[src/rtl/sync_fifo_pkg.sv]
// Shared FIFO definitions: access-mode encoding, read-latency (FWFT) encoding
// and the depth of the stream reader's holding buffer.
package sync_fifo_pkg;

    typedef enum logic [1:0] {
        FIFO_ACC_NONE  = 2'b00,
        FIFO_ACC_READ  = 2'b01,
        FIFO_ACC_WRITE = 2'b10,
        FIFO_ACC_BOTH  = 2'b11
    } fifo_access_e;

    localparam int FWFT_REGISTERED = 0;
    localparam int FWFT_SAME_CYCLE = 1;

    localparam int BUF_DEPTH = 2;

    function automatic fifo_access_e buf_access(input logic wr, input logic rd);
        return fifo_access_e'({wr, rd});
    endfunction

endpackage

[src/rtl/fifo_reader_buffer.sv]
// Two-entry in-order holding buffer; head_o is always the oldest stored word.
module fifo_reader_buffer
    import sync_fifo_pkg::*;
#(
    parameter int DATA_WIDTH = 32
) (
    input  logic                  clk_i,
    input  logic                  rst_n_i,
    input  logic                  clear_i,
    input  logic                  push_i,
    input  logic [DATA_WIDTH-1:0] push_data_i,
    input  logic                  pop_i,
    output logic [DATA_WIDTH-1:0] head_o,
    output logic [1:0]            level_o
);

    logic [DATA_WIDTH-1:0] word0_q, word0_d;
    logic [DATA_WIDTH-1:0] word1_q, word1_d;
    logic [1:0]            level_q, level_d;

    always_comb begin
        word0_d = word0_q;
        word1_d = word1_q;
        level_d = level_q;
        if (clear_i) begin
            level_d = 2'd0;
        end else begin
            case (buf_access(push_i, pop_i))
                FIFO_ACC_READ: begin
                    word0_d = word1_q;
                    level_d = level_q - 2'd1;
                end
                FIFO_ACC_WRITE: begin
                    if (level_q == 2'd0) begin
                        word0_d = push_data_i;
                    end else begin
                        word1_d = push_data_i;
                    end
                    level_d = level_q + 2'd1;
                end
                FIFO_ACC_BOTH: begin
                    // Shift and append; a single held word is simply replaced.
                    if (level_q == 2'd1) begin
                        word0_d = push_data_i;
                    end else begin
                        word0_d = word1_q;
                        word1_d = push_data_i;
                    end
                end
                default: ;
            endcase
        end
    end

    always_ff @(posedge clk_i or negedge rst_n_i) begin
        if (!rst_n_i) begin
            word0_q <= '0;
            word1_q <= '0;
            level_q <= 2'd0;
        end else begin
            word0_q <= word0_d;
            word1_q <= word1_d;
            level_q <= level_d;
        end
    end

    assign head_o  = word0_q;
    assign level_o = level_q;

endmodule

[src/rtl/fifo_stream_reader.sv]
// Drains a source FIFO into a valid/ready stream through a 2-word buffer,
// issuing reads on credit so no word is ever dropped or overrun.
module fifo_stream_reader
    import sync_fifo_pkg::*;
#(
    parameter int DATA_WIDTH = 32,
    parameter int FWFT       = FWFT_REGISTERED
) (
    input  logic                  clk_i,
    input  logic                  rst_n_i,
    input  logic                  flush_i,
    input  logic                  fifo_empty_i,
    output logic                  fifo_read_o,
    input  logic [DATA_WIDTH-1:0] fifo_rd_data_i,
    output logic                  m_valid_o,
    input  logic                  m_ready_i,
    output logic [DATA_WIDTH-1:0] m_data_o,
    output logic [1:0]            level_o
);

    localparam bit            IS_FWFT    = (FWFT == FWFT_SAME_CYCLE);
    localparam logic [2:0]    CREDIT_MAX = 3'(BUF_DEPTH - 1);

    logic       in_flight_q, in_flight_d;
    logic [1:0] level;
    logic       pop;
    logic       credit_ok;
    logic       capture;

    assign m_valid_o = (level != 2'd0);
    assign pop       = m_valid_o & m_ready_i;
    assign credit_ok = ({1'b0, level} + {2'b00, in_flight_q}) <= CREDIT_MAX;

    // A same-cycle pop frees a slot, so ready feeds the read strobe directly.
    assign fifo_read_o = rst_n_i & ~fifo_empty_i & ~flush_i & (credit_ok | pop);

    assign capture = IS_FWFT ? fifo_read_o : in_flight_q;

    always_comb begin
        in_flight_d = 1'b0;
        if (!IS_FWFT && !flush_i) begin
            in_flight_d = fifo_read_o;
        end
    end

    always_ff @(posedge clk_i or negedge rst_n_i) begin
        if (!rst_n_i) begin
            in_flight_q <= 1'b0;
        end else begin
            in_flight_q <= in_flight_d;
        end
    end

    fifo_reader_buffer #(
        .DATA_WIDTH (DATA_WIDTH)
    ) u_buffer (
        .clk_i       (clk_i),
        .rst_n_i     (rst_n_i),
        .clear_i     (flush_i),
        .push_i      (capture),
        .push_data_i (fifo_rd_data_i),
        .pop_i       (pop),
        .head_o      (m_data_o),
        .level_o     (level)
    );

    assign level_o = level;

endmodule

[config.mk]
export PLATFORM = sky130hd
export DESIGN_NAME = fifo_stream_reader
export DESIGN_NICKNAME = d
export VERILOG_FILES = /design/src/rtl/sync_fifo_pkg.sv /design/src/rtl/fifo_reader_buffer.sv /design/src/rtl/fifo_stream_reader.sv
export SDC_FILE = /design/constraint.sdc
export NUM_CORES = 1
export LEC_CHECK = 0
export CAP_MARGIN = 20
export CORE_MARGIN = 1.5
export CORE_UTILIZATION = 54
export CTS_CLUSTER_DIAMETER = 80
export DETAILED_ROUTE_END_ITERATION = 12
export PLACE_DENSITY = 0.85
export SYNTH_ARGS = -nofsm -noshare
export SYNTH_HDL_FRONTEND = slang
export SYNTH_SLANG_ARGS = --single-unit
[constraint.sdc]
create_clock -name clk_i -period 2.9 [get_ports clk_i]
set_input_delay 0.29 -clock clk_i [delete_from_list [all_inputs] [get_ports clk_i]]
set_output_delay 0.29 -clock clk_i [all_outputs]
set_load 0.02 [all_outputs]
==> impl_metrics.toml <==
[synthesis]
synthFlopType = "dfrtp_1"
yosysMostFrequentCell = "dfrtp_1"
syn_area_per_cell_um2 = 12.9
synthesis.nets = 288
syn_area_mm2 = 0.00321
yosysSeqAreaShare_pct = 52.3
syn_inst = 248
synth_edf_count = 0
ys_top_cells_by_area = "dfrtp_1 52%, mux2_4 14%, a2bb2oi_1 8.7%"
synthArstFlopShare_pct = 100
ys_warn_count = 0
ys_top_cells_by_count = "67 x dfrtp_1, 32 x a2bb2oi_1, 32 x a311oi_1, 32 x o21ai_0, 30 x mux2_4"
synth_cell_types = 23
ys_ff_latch = 67
yosysTopAreaCell = "dfrtp_1"
synth_top_area_share_pct = 52.3

[pwr]
p_int_w = 0.00301
power_frac_comb_pct = 45.8
switching_power_w = 0.00163
power_frac_seq_pct = 36.2
pwr_density_cell_mw_per_mm2 = 1110
clockPowerShare_pct = 18.0
p_leak_nw = 1.79
vdd_drop_max_uv = 715
switching_share_pct = 35.1

[clock_tree]
clk_latency_ps = 340
htree_levels = 3
cts_root_buf = "clkbuf_8"
clockBufferDepth = 2
cts_sinks = 67
path_clk_slew_ps = 70
cts_tree = "built"
post_cts_buffers = 0
cts_buffers = 9

[sta]
slew_headroom_pct = 24.2
setup_viol = 0
fin_tns_setup_ps = 0
rsz0062_at_grt = "no"
layout_min_cycle_time_ps = 2580
hold_violations = 0
period_share_pct = 89.0
tightest_slew_ps = 1110
fmax_mhz = 387
finClkSkew_ps = 8.59
drv_slew = 0
hold_slack_ps = 146

[setup_path]
cp.required_ps = 3110
cp_slowest_cell = "mux2i_4"
critPathMaxFanout = 33
crit_chain = "inv_1 > ha_1 > mux2i_4 > nor2_2 > buf_4 > a2bb2oi_1"
worstSetupStartpointType = "flip-flop"
cp-end-kind = "flip-flop"
crit_arrival_ps = 2790
critPathKind = "flip-flop to flip-flop"
slowest_delay_ps = 980

[grt]
grt_max_degree = 69
grt_pass1_vias = 2675
antenna_found_initial = 0
grt_usage_pct = 27.4
grt_pass1_wl_um = 13400
grt_overflow = 0

[run_status]
status = "completed"

[detailed_routing]
drc_errors = 0
antenna_left = 0
via_per_inst = 6.51
first_pass_iters = 4
routedWlPerCell_um = 21.1
vias = 2546
routed_wl_um = 8270
drt_iter0_markers = 231

[floorplan]
die_w_um = 80.1
start_util_pct = 57.2
fp.coreArea_mm2 = 0.00561
fp-row-count = 27
die_height_um = 80.1
io_pins = 73
dieArea_mm2 = 0.00641

[placed_design]
io_buffers = 72
dp_hpwl_um = 4970
gp_congestion = 0.754

[run]
maxCapViolCount = 0

[final_layout]
antenna_cells = 0
drive_above_1_share_pct = 19.7
area_growth_syn_to_layout_pct = 30.4
nets = 354

[hold_path]
hp-class = "input port to asynchronous set/reset pin"
## sequential cells by signal (all words and copies together) (netlist names)
name              count
capture               1
u_buffer.head_o      32
u_buffer.word1_q     32
u_buffer.level_o      2
## critical path: cells and delay by family (launching register included)
family | cells | cell delay (ps)
simple gates | 1 | 60
flops | 1 | 420
mux | 1 | 980
fa+ha+maj | 1 | 410
buf+inv | 2 | 400
compound gates | 1 | 160
## kinds of logic (layout without fill, tap and decap cells)
logic type	count (synthesis)	count (layout)	synth area share, %
AO/OA/AOI/OAI	100	100	23.4
XOR/XNOR	2	2	0.546
adder cells (fa/ha/maj)	3	3	1.17
buffers and inverters	31	102	4.87
flip-flops	67	67	52.3
multiplexers	34	34	15.4
AND/OR/NAND/NOR	11	11	2.30
## power by group through the flow
| stage | logic, W | registers, W | clock network, W |
|---|---|---|---|
| detailed placement | 0.00210 | 0.00167 | 0 |
| floorplan | 0.00103 | 0.00191 | 0 |
| global placement | 0.00205 | 0.00166 | 0 |
| global route | 0.00226 | 0.00172 | 0.000884 |
| CTS | 0.00213 | 0.00167 | 0.000845 |
| finish | 0.00213 | 0.00168 | 0.000837 |
## per-layer routing
metal  wire length [um]  vias to the layer above  track usage, %  part of all wire [%]
met3                472                       15            7.27                   5.7
li1                   -                     1097               -                     -
met5                  0                        -               0                     0
met4                135                        0            8.62                   1.6
met1               3580                     1325            36.2                    43
met2               4080                      109            44.1                    49
## cell type report
class                           count  area (um2)
Tap cell                           72        90.1
Timing Repair Buffer               82         793
Multi-Input combinational cell    150        1400
Fill cell                         403        1430
Clock buffer                       11         131
Clock inverter                      5        77.6
Inverter                            4        15.0
Sequential cell                    67        1680
## cells in the final DEF (no fill, tap or decap), types with 2 or more instances in the layout
cell,instances
ha_1,3
buf_4,10
a2bb2oi_1,32
clkdlybuf4s50_1,70
mux2_2,3
clkbuf_8,9
clkbuf_1,2
clkinv_2,2
bufinv_16,2
a311oi_1,32
mux2_4,30
or3b_1,2
inv_1,4
dfrtp_1,67
a211oi_1,2
o21ai_0,32
nor2_1,2
nor4b_1,2
## final timing paths
kind	end	startpoint	cells after the start	slack, ps
max	u_buffer.head_o[19]$_DFFE_PN0P_	u_buffer.level_o[1]$_DFFE_PN0P_	6	320
min	capture$_DFF_PN0_	rst_n_i	2	150
max reg2reg	u_buffer.head_o[19]$_DFFE_PN0P_	u_buffer.level_o[1]$_DFFE_PN0P_	6	320
min reg2reg	u_buffer.word1_q[4]$_DFFE_PN0P_	u_buffer.word1_q[4]$_DFFE_PN0P_	1	510
max in group asynchronous	u_buffer.head_o[4]$_DFFE_PN0P_	rst_n_i	2	2200
min in group clk_i	u_buffer.word1_q[4]$_DFFE_PN0P_	u_buffer.word1_q[4]$_DFFE_PN0P_	1	510
## timing repair
action / 4_1_cts / 5_1_grt
hold endpoints to repair: 0 / 0
hold buffers: 0 / 0
gates cloned: 0 / 0
resized for setup: 1 / 1
setup endpoints to repair: 1 / 1
## through the flow
stage | cells | power (W) | setup slack (ps) | cell area [um2] | util, %
2_1_floorplan | 248 | 0.00294 | 634 | 3210 | -
3_3_place_gp | 375 | 0.00371 | 447 | 3970 | 70.8
3_5_place_dp | 375 | 0.00377 | 291 | 3970 | 70.8
4_1_cts | 391 | 0.00464 | 91.8 | 4180 | 74.5
5_1_grt | 391 | 0.00487 | 234 | 4180 | 74.6
6_report | 391 | 0.00465 | 318 | 4180 | 74.6
Power figures use the tool's default switching activity.
==> RTL edit 1: new RTL, same settings <==
`DATA_WIDTH` is set to 32 in 2 places; all go to 16.
--- a/src/rtl/fifo_reader_buffer.sv
+++ b/src/rtl/fifo_reader_buffer.sv
@@ -2,7 +2,7 @@
 module fifo_reader_buffer
     import sync_fifo_pkg::*;
 #(
-    parameter int DATA_WIDTH = 32
+    parameter int DATA_WIDTH = 16
 ) (
     input  logic                  clk_i,
     input  logic                  rst_n_i,
--- a/src/rtl/fifo_stream_reader.sv
+++ b/src/rtl/fifo_stream_reader.sv
@@ -3,7 +3,7 @@
 module fifo_stream_reader
     import sync_fifo_pkg::*;
 #(
-    parameter int DATA_WIDTH = 32,
+    parameter int DATA_WIDTH = 16,
     parameter int FWFT       = FWFT_REGISTERED
 ) (
     input  logic                  clk_i,
Interface: changed (resized fifo_rd_data_i and m_data_o); port bits go from 73 to 41. The function was not compared with the original's and may differ.
==> RTL edit 1 against the unedited design <==
Design area down 47%. Sequential power down 49%. Worst hold slack better by 0.34 ns. Fmax down 6.0%. Clock skew down 0.0017 ns. Global-route usage down 0.51 points. Power down 49%. Critical path depth up 1. Synthesized area down 46%. Setup slack worse by 0.17 ns. Sequential cell count down 32. Routed wire length down 50%. Register-to-register slack better by 0.48 ns. Highest routed layer unchanged.
==> RTL edit 1: results (changes against the unedited design) <==
post-synthesis adder-cell area fraction 4.33% (+3.2 points); Worst Path Max Fanout 5 (-85%); global-route wire length before repair 6960 um (-48%); #MultiIn Comb 88 (-41%); synthesis-stage register bit count 35 (-48%); count of port buffers added during placement 40 (-44%); worst reg2reg endpoint u_buffer.head_o[8]$_DFFE_PN0P_; power per standard cell area 1070 nW/um2 (-3.5%); flop-to-flop setup slack 0.80 ns (+0.48 ns); Post-Route Hold Slack 0.482 ns (+0.336 ns); Layout non-clock buf frac 19.7% (+0.73 points); average footprint of a synthesized cell 12.4 um2 (-4.2%); number of global-route vias before repair 1493 (-44%); proportion of synthesized chip area in sequential cells 50.5% (-1.8 points); final net count 207 (-42%); final weighted congestion of routability-driven global placement 0.819 (+8.6%); worst clock skew on the final layout 0.00693 ns (-0.00166 ns); Signal inverters 5 (+1); Unique masters post-synth 28 (+22%); placed insts 217 (-42%); Data arrival, critical path 2.46 ns (-0.33 ns); fill cell count 233 (-42%); leakage power figure 0.902 nW (-50%); standard cell area after detailed placement 2150 um2 (-46%); Slew HR 50.9% (+27 points); Initial DRC Count 87 (-62%); global-route track usage on met1 34.4% (-1.8 points); clock slew at reported path FFs 0.10 ns (+0.03 ns); Detailed Route WL 4160 um (-50%); estimated wirelength of the detail-placed design 2730 um (-45%); M2 GR Usage 43.0% (-1.1 points); complex-gate fraction of the synthesized area 22.8% (-0.64 points); total global routing track utilization 26.9% (-0.51 points); result of the run finished clean; Non-clk bufs 45 (-45%); Post-synth top cells dfrtp_1, a2bb2oi_1, a311oi_1, mux2_2, o21ai_0; worst ir drop on vdd 0.628 mV (-12%); share of the synthesized netlist area taken by xor and xnor gates 1.01% (+0.46 points); share of final-layout standard cells stronger than drive strength 1 18.8% (-0.96 points); multiplexer area fraction after synthesis 11.8% (-3.6 points); share of the final layout cell area in multi-input gates 34.5% (+1.1 points); net count after synthesis 167 (-42%); Wirelength per Cell 18.5 um (-13%)
## RTL edit 1: worst max path at each step
stage                                    start          end  slack (ns)  depth (start not counted)
2_1_floorplan  u_buffer.level_o[0]$_DFFE_PN0P_  fifo_read_o        0.67                          6
3_3_place_gp   u_buffer.level_o[1]$_DFFE_PN0P_  fifo_read_o        0.60                          6
3_5_place_dp   u_buffer.level_o[1]$_DFFE_PN0P_  fifo_read_o        0.49                          6
4_1_cts        u_buffer.level_o[1]$_DFFE_PN0P_  fifo_read_o         0.1                          6
5_1_grt        u_buffer.level_o[0]$_DFFE_PN0P_  fifo_read_o        0.01                          7
6_report       u_buffer.level_o[0]$_DFFE_PN0P_  fifo_read_o        0.15                          7
## RTL edit 1: what timing repair did
action                     4_1_cts  5_1_grt
setup endpoints to repair        0        1
hold endpoints to repair         0        0
gates resized for setup          0        1
## RTL edit 1: critical path: stages, from the launching register on
cell	delay, ns
dfrtp_1	0.45
ha_1	0.24
inv_1	0.08
ha_1	0.23
nor2_1	0.12
a221oi_1	0.10
nor4b_1	0.24
clkdlybuf4s50_1	0.65
## RTL edit 1: kinds of logic (layout without fill, tap and decap cells)
group                      Yosys count  after routing
and+or+nand+nor                     10             10
buffers and inverters               17             58
xor gates and xnor gates             2              2
adders and majority gates            6              6
AOI/OAI and AO/OA                   52             52
DFF                                 35             35
muxes                               18             18
## RTL edit 1: power by group
group	internal, mW	leakage, nW	switching [mW]
Sequential	0.727	0.421	0.134
Clock	0.143	0.0386	0.157
Combinational	0.616	0.442	0.607
## RTL edit 1: routing by layer
metal / share of wire, % / up-vias
li1: - / 622
met1: 42 / 691
met2: 49 / 61
met3: 6.2 / 10
met4: 2.5 / 0
met5: 0 / -
==> RTL edit 2: new RTL, config.mk and constraints unchanged <==
Made on the original files. Register the output `level_o`; this adds one clock of latency there. The other outputs are not delayed to match.
--- a/src/rtl/fifo_stream_reader.sv
+++ b/src/rtl/fifo_stream_reader.sv
@@ -20,6 +20,8 @@
 
     localparam bit            IS_FWFT    = (FWFT == FWFT_SAME_CYCLE);
     localparam logic [2:0]    CREDIT_MAX = 3'(BUF_DEPTH - 1);
+
+    logic [1:0] level_c;
 
     logic       in_flight_q, in_flight_d;
     logic [1:0] level;
@@ -64,7 +66,11 @@
         .level_o     (level)
     );
 
-    assign level_o = level;
+    assign level_c = level;
+
+    always_ff @(posedge clk_i) begin
+        level_o <= level_c;
+    end
 
 endmodule
 
Check against the original RTL: not equivalent (a bounded check fails within 4 cycles, from zero or initial values and one cycle with rst_n_i low).
==> RTL edit 2 against the unedited design <==
Design area increased by 0.96%. Synthesized area increased by 1.2%. Critical path type unchanged. Die area increased by 1.2%. Final cell count increased by 1.3%. Sequential cell count increased by 2. Clock skew decreased by 0.0013 ns. Setup slack improved by 0.21 ns. Power about the same. Routed wire length decreased by 2.4%. Worst hold slack got worse by 0.0071 ns.
==> RTL edit 2: results (changes against the unedited design) <==
worst ir drop on vdd 0.636 mV (-11%); estimated wirelength of the detail-placed design 4840 um (-2.6%); final net count 356 (+0.56%); largest cells by area after synthesis dfrtp_1, mux2_4, a2bb2oi_1; share of the synthesized netlist area taken by xor and xnor gates 0.539% (-0.0067 points); result of the run finished clean; worst reg-to-reg path cell count 5 (-1); standard cell area after detailed placement 4010 um2 (+1.1%); DR vias/cell 6.27 (-3.7%); leakage power figure 1.80 nW (+0.73%); Initial DRC Count 205 (-11%); Async S/R FF share, synth 97.1% (-2.9 points); total global routing track utilization 27.0% (-0.41 points); Sw Pwr 1.67 mW (+2.1%); proportion of synthesized chip area in sequential cells 52.9% (+0.59 points); share of final-layout standard cells stronger than drive strength 1 20.2% (+0.50 points); clock slew at reported path FFs 0.09 ns (+0.02 ns); Detailed Route WL 8060 um (-2.4%); post-synthesis adder-cell area fraction 1.16% (-0.014 points); complex-gate fraction of the synthesized area 23.2% (-0.29 points); Worst Path Max Fanout 21 (-36%); worst setup timing slack at the placement stage 0.350 ns (+0.0590 ns); number of global-route vias before repair 2515 (-6.0%); worst clock skew on the final layout 0.00727 ns (-0.00132 ns); multiplexer area fraction after synthesis 15.2% (-0.19 points); final weighted congestion of routability-driven global placement 0.829 (+10%)
[RTL edit 2: cell count changes in the layout (fill, tap and decap cells not counted)]
cell,change
bufinv_16,-1
clkbuf_1,-2
clkinv_2,-2
clkinv_4,+2
dfxtp_1,+2
inv_6,+3
[RTL edit 2: power groups by stage]
stage               Combinational [mW]  Sequential (mW)  Clock [mW]
floorplan                         1.03             1.95           0
global placement                  2.07             1.69           0
detailed placement                2.11             1.71           0
CTS                               2.13             1.71       0.823
global route                      2.28             1.76       0.864
finish                            2.13             1.71       0.810
[RTL edit 2: path summary, 6_finish.rpt]
kind                                                       from                                to  slack (ns)
worst max-delay path            u_buffer.level_o[0]$_DFFE_PN0P_    u_buffer.head_o[9]$_DFFE_PN0P_        0.53
worst min-delay path                                    rst_n_i                 capture$_DFF_PN0_        0.14
worst max register to register  u_buffer.level_o[0]$_DFFE_PN0P_    u_buffer.head_o[9]$_DFFE_PN0P_        0.53
worst min register to register  u_buffer.level_o[1]$_DFFE_PN0P_                level_o[1]$_DFF_P_        0.45
max in group asynchronous                               rst_n_i  u_buffer.word1_q[21]$_DFFE_PN0P_        2.19
min in group clk_i              u_buffer.level_o[1]$_DFFE_PN0P_                level_o[1]$_DFF_P_        0.45
[RTL edit 2: timing repair]
action                     CTS  global route
resized for setup            0             2
hold buffers                 0             0
setup endpoints to repair    0             1
[RTL edit 2: layout make-up]
cell class	count	area, um2
flip-flops and latches	69	1720
fillers	407	1630
multi-input cells	150	1400
repair buffers	82	793
clock buffers	9	124
well taps	75	93.8
clock inverters	7	81.3
inverters	4	15.0
[RTL edit 2: layer usage]
layer  routed length, um  track usage [%]
met1                3460             37.6
met2                4050             41.4
met3                 453             4.43
met4                 101             12.4
met5                   0                0
[RTL edit 2: cells by family after synthesis]
| group | after synthesis |
|---|---|
| compound gates | 100 |
| flops | 69 |
| mux | 34 |
| buf+inv | 31 |
| simple gates | 11 |
| fa+ha+maj | 3 |
| xor+xnor | 2 |
[RTL edit 2: worst max-delay path, stage by stage, from the launching register on]
cell       delay, ns
dfrtp_1         0.47
inv_1           0.07
ha_1            0.33
or3b_1          0.76
a311oi_1        0.48
a2bb2oi_1       0.13
